==> config.mk <==
export PLATFORM = sky130hd
export DESIGN_NAME = uart_rx_fifo_flat
export DESIGN_NICKNAME = d
export VERILOG_FILES = /design/src/rtl/uart_pkg.sv /design/src/rtl/uart_rx_fifo_if.sv /design/src/rtl/uart_fifo_mem.sv /design/src/rtl/uart_rx_fifo.sv /design/src/flat_wrapper.sv
export SDC_FILE = /design/constraint.sdc
export NUM_CORES = 1
export LEC_CHECK = 0
export BUFFER_PORTS_ARGS = -buffer_cell sky130_fd_sc_hd__clkbuf_2
export CORE_MARGIN = 2
export CORE_UTILIZATION = 60
export DETAILED_ROUTE_END_ITERATION = 8
export PLACE_DENSITY = 0.88
export SYNTH_ARGS = -nofsm -noshare
export SYNTH_HDL_FRONTEND = slang
export SYNTH_SLANG_ARGS = --single-unit
==> constraint.sdc <==
create_clock -name clk -period 2.65 [get_ports clk]
set_input_delay 0.53 -clock clk [delete_from_list [all_inputs] [get_ports clk]]
set_output_delay 0.53 -clock clk [all_outputs]
set_load 0.05 [all_outputs]
==> src/rtl/uart_pkg.sv <==
// Shared constants and helpers for the UART receive path.
// Data width, default FIFO depth and the pointer-width function.
package uart_pkg;

    localparam int UART_DATA_W = 8;
    localparam int UART_FIFO_DEPTH_DEF = 16;

    function automatic int ptr_w(input int depth);
        return $clog2(depth);
    endfunction

endpackage

==> src/rtl/uart_rx_fifo_if.sv <==
// Bundle between uart_rx/consumer and uart_rx_fifo.
// master: drives rx_rdy, rx_data, rd_en, ovr_clr; slave: drives
// dout, empty, full, count, overrun (and level_irq when
// UART_RX_FIFO_WATERMARK_EN is defined).
interface uart_rx_fifo_if
    import uart_pkg::*;
#(
    parameter int DEPTH = UART_FIFO_DEPTH_DEF,
    parameter int WIDTH = UART_DATA_W
);

    localparam int CW = ptr_w(DEPTH) + 1;

    logic             rx_rdy;
    logic [WIDTH-1:0] rx_data;
    logic             rd_en;
    logic             ovr_clr;
    logic [WIDTH-1:0] dout;
    logic             empty;
    logic             full;
    logic [CW-1:0]    count;
    logic             overrun;
`ifdef UART_RX_FIFO_WATERMARK_EN
    logic             level_irq;
`endif

    modport master (
`ifdef UART_RX_FIFO_WATERMARK_EN
        input  level_irq,
`endif
        output rx_rdy, rx_data, rd_en, ovr_clr,
        input  dout, empty, full, count, overrun
    );

    modport slave (
`ifdef UART_RX_FIFO_WATERMARK_EN
        output level_irq,
`endif
        input  rx_rdy, rx_data, rd_en, ovr_clr,
        output dout, empty, full, count, overrun
    );

endinterface

==> src/rtl/uart_fifo_mem.sv <==
// Byte storage for the receive FIFO: sync write, async read, no reset.
// Ports: clk, i_we/i_waddr/i_wdata (write), i_raddr/o_rdata (read).
module uart_fifo_mem #(
    parameter int DEPTH = 16,
    parameter int WIDTH = 8,
    parameter int AW    = 4
) (
    input  logic             clk,
    input  logic             i_we,
    input  logic [AW-1:0]    i_waddr,
    input  logic [WIDTH-1:0] i_wdata,
    input  logic [AW-1:0]    i_raddr,
    output logic [WIDTH-1:0] o_rdata
);

    logic [WIDTH-1:0] r_mem [DEPTH];

    always_ff @(posedge clk) begin
        if (i_we) r_mem[i_waddr] <= i_wdata;
    end

    assign o_rdata = r_mem[i_raddr];

endmodule

==> src/rtl/uart_rx_fifo.sv <==
// FWFT receive FIFO fed by uart_rx rdy rising edges; sticky overrun.
// Ports: clk, rst_n (async low), bus (uart_rx_fifo_if.slave).
// Option UART_RX_FIFO_WATERMARK_EN adds WATERMARK and bus.level_irq.
module uart_rx_fifo
    import uart_pkg::*;
#(
    parameter int DEPTH = UART_FIFO_DEPTH_DEF,
    parameter int WIDTH = UART_DATA_W
`ifdef UART_RX_FIFO_WATERMARK_EN
  , parameter int WATERMARK = DEPTH / 2
`endif
) (
    input  logic          clk,
    input  logic          rst_n,
    uart_rx_fifo_if.slave bus
);

    localparam int AW = ptr_w(DEPTH);
    localparam int CW = AW + 1;

    logic [AW-1:0]    r_wr_ptr;
    logic [AW-1:0]    r_rd_ptr;
    logic [CW-1:0]    r_count;
    logic             r_empty;
    logic             r_full;
    logic             r_ovr;
    logic             r_rdy_q;
    logic [CW-1:0]    w_count_next;
    logic             w_push_req;
    logic             w_push;
    logic             w_pop;
    logic             w_drop;
    logic [WIDTH-1:0] w_rdata;

    // rdy_q resets high so a rdy already up at release is stale.
    assign w_push_req = bus.rx_rdy & ~r_rdy_q;
    assign w_pop      = bus.rd_en & ~r_empty;
    // A pop on a full FIFO frees the slot for a same-edge push.
    assign w_push     = w_push_req & (~r_full | w_pop);
    assign w_drop     = w_push_req & r_full & ~w_pop;

    always_comb begin
        w_count_next = r_count;
        if (w_push && !w_pop)
            w_count_next = r_count + CW'(1);
        else if (!w_push && w_pop)
            w_count_next = r_count - CW'(1);
    end

    always_ff @(posedge clk or negedge rst_n) begin
        if (!rst_n) begin
            r_wr_ptr <= '0;
            r_rd_ptr <= '0;
            r_count  <= '0;
            r_empty  <= 1'b1;
            r_full   <= 1'b0;
            r_ovr    <= 1'b0;
            r_rdy_q  <= 1'b1;
        end else begin
            r_rdy_q <= bus.rx_rdy;
            if (w_push) r_wr_ptr <= r_wr_ptr + AW'(1);
            if (w_pop)  r_rd_ptr <= r_rd_ptr + AW'(1);
            r_count <= w_count_next;
            r_empty <= (w_count_next == '0);
            r_full  <= (w_count_next == CW'(DEPTH));
            if (w_drop)
                r_ovr <= 1'b1;
            else if (bus.ovr_clr)
                r_ovr <= 1'b0;
        end
    end

    uart_fifo_mem #(
        .DEPTH (DEPTH),
        .WIDTH (WIDTH),
        .AW    (AW)
    ) u_mem (
        .clk     (clk),
        .i_we    (w_push),
        .i_waddr (r_wr_ptr),
        .i_wdata (bus.rx_data),
        .i_raddr (r_rd_ptr),
        .o_rdata (w_rdata)
    );

    assign bus.dout    = r_empty ? '0 : w_rdata;
    assign bus.empty   = r_empty;
    assign bus.full    = r_full;
    assign bus.count   = r_count;
    assign bus.overrun = r_ovr;

`ifdef UART_RX_FIFO_WATERMARK_EN
    logic r_level_irq;

    always_ff @(posedge clk or negedge rst_n) begin
        if (!rst_n)
            r_level_irq <= 1'b0;
        else
            r_level_irq <= (w_count_next >= CW'(WATERMARK));
    end

    assign bus.level_irq = r_level_irq;
`endif

endmodule

==> src/flat_wrapper.sv <==
// flat-port wrapper written by rule: the top's interface ports become plain ports
module uart_rx_fifo_flat import uart_pkg::*;
#(
    parameter int DEPTH = UART_FIFO_DEPTH_DEF,
    parameter int WIDTH = UART_DATA_W

)
  (clk, rst_n, bus_rx_rdy, bus_rx_data, bus_rd_en, bus_ovr_clr, bus_dout, bus_empty, bus_full, bus_count, bus_overrun);
  uart_rx_fifo_if #(.DEPTH(DEPTH), .WIDTH(WIDTH)) bus_i ();
  input  logic clk;
  input  logic rst_n;
  input wire logic [$bits(bus_i.rx_rdy)-1:0] bus_rx_rdy;
  input wire logic [$bits(bus_i.rx_data)-1:0] bus_rx_data;
  input wire logic [$bits(bus_i.rd_en)-1:0] bus_rd_en;
  input wire logic [$bits(bus_i.ovr_clr)-1:0] bus_ovr_clr;
  output wire logic [$bits(bus_i.dout)-1:0] bus_dout;
  output wire logic [$bits(bus_i.empty)-1:0] bus_empty;
  output wire logic [$bits(bus_i.full)-1:0] bus_full;
  output wire logic [$bits(bus_i.count)-1:0] bus_count;
  output wire logic [$bits(bus_i.overrun)-1:0] bus_overrun;
  assign bus_i.rx_rdy = bus_rx_rdy;
  assign bus_i.rx_data = bus_rx_data;
  assign bus_i.rd_en = bus_rd_en;
  assign bus_i.ovr_clr = bus_ovr_clr;
  assign bus_dout = bus_i.dout;
  assign bus_empty = bus_i.empty;
  assign bus_full = bus_i.full;
  assign bus_count = bus_i.count;
  assign bus_overrun = bus_i.overrun;
  uart_rx_fifo #(.DEPTH(DEPTH), .WIDTH(WIDTH)) u_core (.clk(clk), .rst_n(rst_n), .bus(bus_i));
endmodule
### Word level (Yosys, flattened, before mapping)

Memories as Yosys holds them, arrays and structs flattened.
Cells that the tools add are included.

| storage, ports and cells | value |
|---|---|
| memories kept | 1 |
| input port bits | 13 |
| output and inout bits | 16 |
| register bits | 17 |
| word-level logic and storage cells | 36 |
| RAM bits | 128 |

| cells by class | value |
|---|---|
| add/sub/neg operators | 4 |
| reduce and logical (&&, ||, !) cells | 6 |
| eq/ne operators | 1 |
| bitwise gates (word level) | 10 |
| multiplexer cells | 7 |

Memories:

| memory | depth | width | read ports | clocked after memory_dff | write ports | RTL line | text |
|---|---|---|---|---|---|---|---|
| u_core.u_mem.r_mem | 16 | 8 | 1 | 0 | 1 | uart_fifo_mem.sv:16 | `logic [WIDTH-1:0] r_mem [DEPTH];` |

Operator list:

| operator | number |
|---|---|
| 2-to-1 mux 5 bit | 2 |
| adder 4 x 1 -> 4 bit (second input constant) | 2 |
| 2-to-1 mux 8 bit | 1 |
| adder 5 x 1 -> 5 bit (second input constant) | 1 |
| AND 1 bit | 5 |
| equality test 5 bit (second input constant) | 1 |
| zero test 5 bit | 1 |
| subtractor 5 x 1 -> 5 bit (second input constant) | 1 |
| 2-to-1 mux 1 bit | 4 |
| NOT 1 bit | 4 |
| logical AND 1 bit | 2 |
| zero test 1 bit | 2 |
| nonzero test 2 bit | 1 |
| bitwise OR 1 bit | 1 |

### Longest topological paths before layout

| logic depth | value |
|---|---|
| word-level depth | 9 |
| depth in mapped cells | 7 |
| gate-level depth less buffers | 7 |

### Modules after synthesis

Synthesis repeated with hierarchy kept, for this count alone.

| unflattened totals | value |
|---|---|
| cell total of the unflattened synthesis | 298 |
| area, all modules | 5905.7 um2 |

Modules (own cells, without submodules):

| module | seq. area each (um2) | times used | area each (um2) | cells each |
|---|---|---|---|---|
| uart_fifo_mem | 3843.7 | 1 | 4987.3 | 221 |
| uart_rx_fifo | 427.9 | 1 | 918.4 | 77 |

### Worst setup path after synthesis

OpenSTA, ideal clock, no wires.

| timing path | value |
|---|---|
| kind | flip-flop to output port |
| start | register u_core.r_rd_ptr[1] |
| end | output port bus_dout[0] |
| stages on the path, launching flop included | 6 |
| buffers on the path | 2 |
| arrival time | 2010 ps |
| data required time | 2120 ps |
| setup slack | 110 ps |
| cell sequence | dfrtp_1 > clkbuf_1 > clkbuf_1 > mux4_2 > mux2i_1 > o22ai_1 |

| between the ends | value |
|---|---|
| longest elaborated chain between the ends | 2 |

Ends and longest elaborated chain:

| what | RTL line | text |
|---|---|---|
| start: declaration | uart_rx_fifo.sv:22 | `logic [AW-1:0] r_rd_ptr;` |
| start signal: assignment | uart_rx_fifo.sv:62 | `if (w_pop) r_rd_ptr <= r_rd_ptr + AW'(1);` |
| memory (16 x 8 bit) | n/a |  |
| 2-to-1 mux 8 bit | uart_rx_fifo.sv:86 | `assign bus.dout = r_empty ? '0 : w_rdata;` |
| end: declaration | flat_wrapper.sv:16 | `output wire logic [$bits(bus_i.dout)-1:0] bus_dout;` |

No other way between the ends.

### Worst setup path after layout

| timing path | value |
|---|---|
| start | register u_core.r_rd_ptr[0] |
| end | output port bus_dout[2] |

The elaborated chain is that of the path after synthesis.

==> results.toml <==
[outcome]
result_of_the_run = "finished with violations"
violations = "setup timing"

[logic_synthesis]
yosys_register_bits = 145
synth_nets = 325
synth-seq-area-share = 0.727
synth_cell_type_count = 38
synth-edff-count = 128
post_synth_design_cell_area_mm2 = 0.00587
ys.flop_type = "edfxtp_1"
async_reset_ff_frac = 0.117
synthCells = 305
postSynthAreaPerCell_um2 = 19.3
ys_warn_count = 0

[pwr]
power.share.sequential = 0.333
power.share.switching = 0.329
p_int_uw = 5940
power_leakage_uw = 0.00253
ir_drop_mv = 0.996
clock_power_share = 0.303
comb_power_share = 0.364
pwr_density_mw_per_mm2 = 1230
switchingPower_uw = 2910

[setup_path]
critical_path_type = "register to output pin"
critPathCaptureType = "output pin"
worst_ep_arrival_time_ns = 2.32
crit_path_top_delay_cell = "dfrtp_4"
max_stage_delay_ns = 0.54
path_delay_family = "multiplexers"
crit_buf_inv = 2
cp.required_ns = 2.12
critical_path.cell_chain = "clkbuf_16, mux4_2, mux2i_1, o22ai_2, buf_12"
setup.worst_path.start_class = "register"
worst-path-max-fanout = 7

[routing]
drtIter0Drc = 292
post-route-drc-count = 0
wl_mm = 12.5
detail_route.wl_per_cell_um = 24.7
drt-pass1-iter-count = 4
postRouteAntennaNets = 0
vias_per_cell = 6.05
route.vias.total = 3065

[timing]
finalCriticalPeriod_ns = 2.85
worst_clock_skew_ns = 0.0100
timing.final.crit_share = 1.08
layout_setup_ws_ns = -0.200
timing_hold_violations_final = 0
timing.slew.headroom = 0.612
worst_hold_slack_ns = 0.103
finalSetupViolations = 8
worst-slew-pin-transition_ns = 0.581
rsz0062_at_grt = "true"
final_max_slew_viol_count = 0
max_clock_freq_ghz = 0.351

[die]
floorplan.rows = 36
placeableCoreArea_mm2 = 0.00964
top_level_ports = 29
chip_height_um = 103
initial_utilization = 0.609
die_x_um = 103
die-area_mm2 = 0.0106

[final_layout]
final_net_count = 381
final_layout_size_suffix_gt1_frac = 0.350
syn2layout_area_growth_pct = 22.2
finish.instance_area_mm2 = 0.00718
ant_cells = 0

[placed_design]
hpwl_mm = 6.95
place.port_buffers = 28
place_congestion = 0.772
placed_area_mm2 = 0.00637

[clock_network]
worstSkewPairLatency_ns = 0.52
cts_tree = "done"
clk_pin_slew_ns = 0.06
clock_tree.root_cell = "clkbuf_8"
numClockSinks = 145
clock_path_buffers = 2
cts_max_level = 4
cts_buffers = 17

[global_route]
grt_remaining_overflow = 0
grt_pass1_vias = 3169
grt_first_pass_wirelength_mm = 18.4
antenna_violations_before_repair = 0
grtUsageTotal = 0.257
pin_count_of_the_biggest_net_entering_global_routing = 30

[job]
max_cap_viols = 0

[worst_hold_path]
hold_path.class = "input pin to register"
timing repair:
| action | 4_1_cts | 5_1_grt |
|---|---|---|
| setup buffers | 2 | 1 |
| setup endpoints to repair | 8 | 8 |
| hold endpoints to repair | 15 | 0 |
| pin swaps | 0 | 2 |
| gates cloned | 0 | 1 |
| hold buffers | 1 | 0 |
| gates resized for setup | 10 | 10 |
cell families after synthesis:
kind of cell    Yosys count  synth area share
flops                   145             0.727
simple gates             51            0.0505
mux                      48             0.150
buf+inv                  23            0.0181
compound gates           20            0.0230
xor+xnor                 11            0.0164
fa+ha+maj                 7            0.0149
synth_stat cells, types with 2 or more instances:
master,instances,share of area
nor3b_1,2,0.0026
dfrtp_1,15,0.064
o22ai_1,11,0.012
and4_1,4,0.0060
xor2_1,3,0.0045
mux2i_1,16,0.027
nand2b_1,2,0.0021
nor2_1,4,0.0026
o21ai_0,2,0.0017
mux4_2,32,0.12
nor3_1,3,0.0026
xnor2_1,8,0.012
nand4_1,2,0.0021
nand2_1,10,0.0064
dfstp_2,2,0.0089
ha_1,7,0.015
nand3_1,4,0.0034
a21oi_1,2,0.0017
buf_1,3,0.0019
clkbuf_1,5,0.0032
inv_1,6,0.0038
and2_1,13,0.014
buf_2,7,0.0060
edfxtp_1,128,0.65
cells in the final DEF, fill, tap and decap left out, drive strengths merged:
| cell type | instances |
|---|---|
| a21oi | 2 |
| a22oi | 1 |
| a31oi | 1 |
| and2 | 13 |
| and3b | 1 |
| and4 | 4 |
| buf | 28 |
| bufinv | 6 |
| clkbuf | 45 |
| clkinv | 2 |
| clkinvlp | 2 |
| dfrtp | 15 |
| dfstp | 2 |
| dlygate4sd3 | 1 |
| edfxtp | 128 |
| ha | 7 |
| inv | 8 |
| mux2i | 16 |
| mux4 | 32 |
| nand2 | 10 |
| nand2b | 2 |
| nand3 | 4 |
| nand4 | 2 |
| nor2 | 4 |
| nor2b | 1 |
| nor3 | 3 |
| nor3b | 2 |
| nor4 | 1 |
| o21ai | 2 |
| o221ai | 1 |
| o22ai | 11 |
| o311ai | 1 |
| o31ai | 1 |
| or2 | 1 |
| or2b | 1 |
| or3 | 2 |
| xnor2 | 8 |
| xor2 | 3 |
flip-flops by register name (all words and copies together) (netlist names):
signal / count
u_core.bus.empty: 1
u_core.bus.count: 5
u_core.u_mem.r_mem: 128
u_core.bus.full: 1
u_core.r_wr_ptr: 4
u_core.bus.overrun: 1
u_core.r_rd_ptr: 4
u_core.r_rdy_q: 1
area by class of cell:
class	count	area (µm²)
fill	574	2460
inverter	6	22.5
sequential	145	4280
clock buffer	20	435
timing repair buffer	54	504
tap	133	166
clock inverter	12	230
multi-input combinational	137	1540
per-layer routing:
layer	GRT usage	wire, µm	vias to the layer above
li1	-	-	1341
met1	0.340	4880	1546
met2	0.403	6330	156
met3	0.0759	1040	22
met4	0.110	278	0
met5	0	0	-
final timing paths:
| path | start | to | slack [ns] | cells after the start |
|---|---|---|---|---|
| worst min-delay path | bus_rx_rdy | u_core.r_rdy_q$_DFF_PN1_ | 0.10 | 1 |
| worst max register to register | u_core.bus.empty$_DFF_PN1_ | u_core.u_mem.r_mem[3][3]$_DFFE_PP_ | 0.47 | 6 |
| min in group asynchronous | rst_n | u_core.r_wr_ptr[1]$_DFFE_PN0P_ | 0.46 | 2 |
| worst min register to register | u_core.r_rd_ptr[3]$_DFFE_PN0P_ | u_core.r_rd_ptr[3]$_DFFE_PN0P_ | 0.50 | 1 |
| max in group asynchronous | rst_n | u_core.r_rd_ptr[0]$_DFFE_PN0P_ | 1.85 | 2 |
| worst max-delay path | u_core.r_rd_ptr[0]$_DFFE_PN0P_ | bus_dout[2] | -0.20 | 5 |
power groups by stage:
| stage | Clock [µW] | Combinational, µW | Sequential (µW) |
|---|---|---|---|
| 2_1_floorplan | 0 | 1930 | 3020 |
| 3_3_place_gp | 0 | 2830 | 2960 |
| 3_5_place_dp | 0 | 2880 | 2990 |
| 4_1_cts | 2710 | 3070 | 2940 |
| 5_1_grt | 2800 | 3390 | 2980 |
| 6_report | 2680 | 3220 | 2950 |
metrics by stage:
step	setup TNS, ns	utilization	setup slack, ns	std cells	total power (µW)
after floorplan	0	-	0.110	305	4950
after global placement	0	0.660	0.269	470	5790
after detailed placement	0	0.660	0.235	470	5870
after CTS	-1.30	0.736	-0.223	505	8730
after global routing	-1.77	0.744	-0.258	507	9170
final	-1.16	0.744	-0.200	507	8850
No activity file was read; power rests on OpenSTA's default activity.
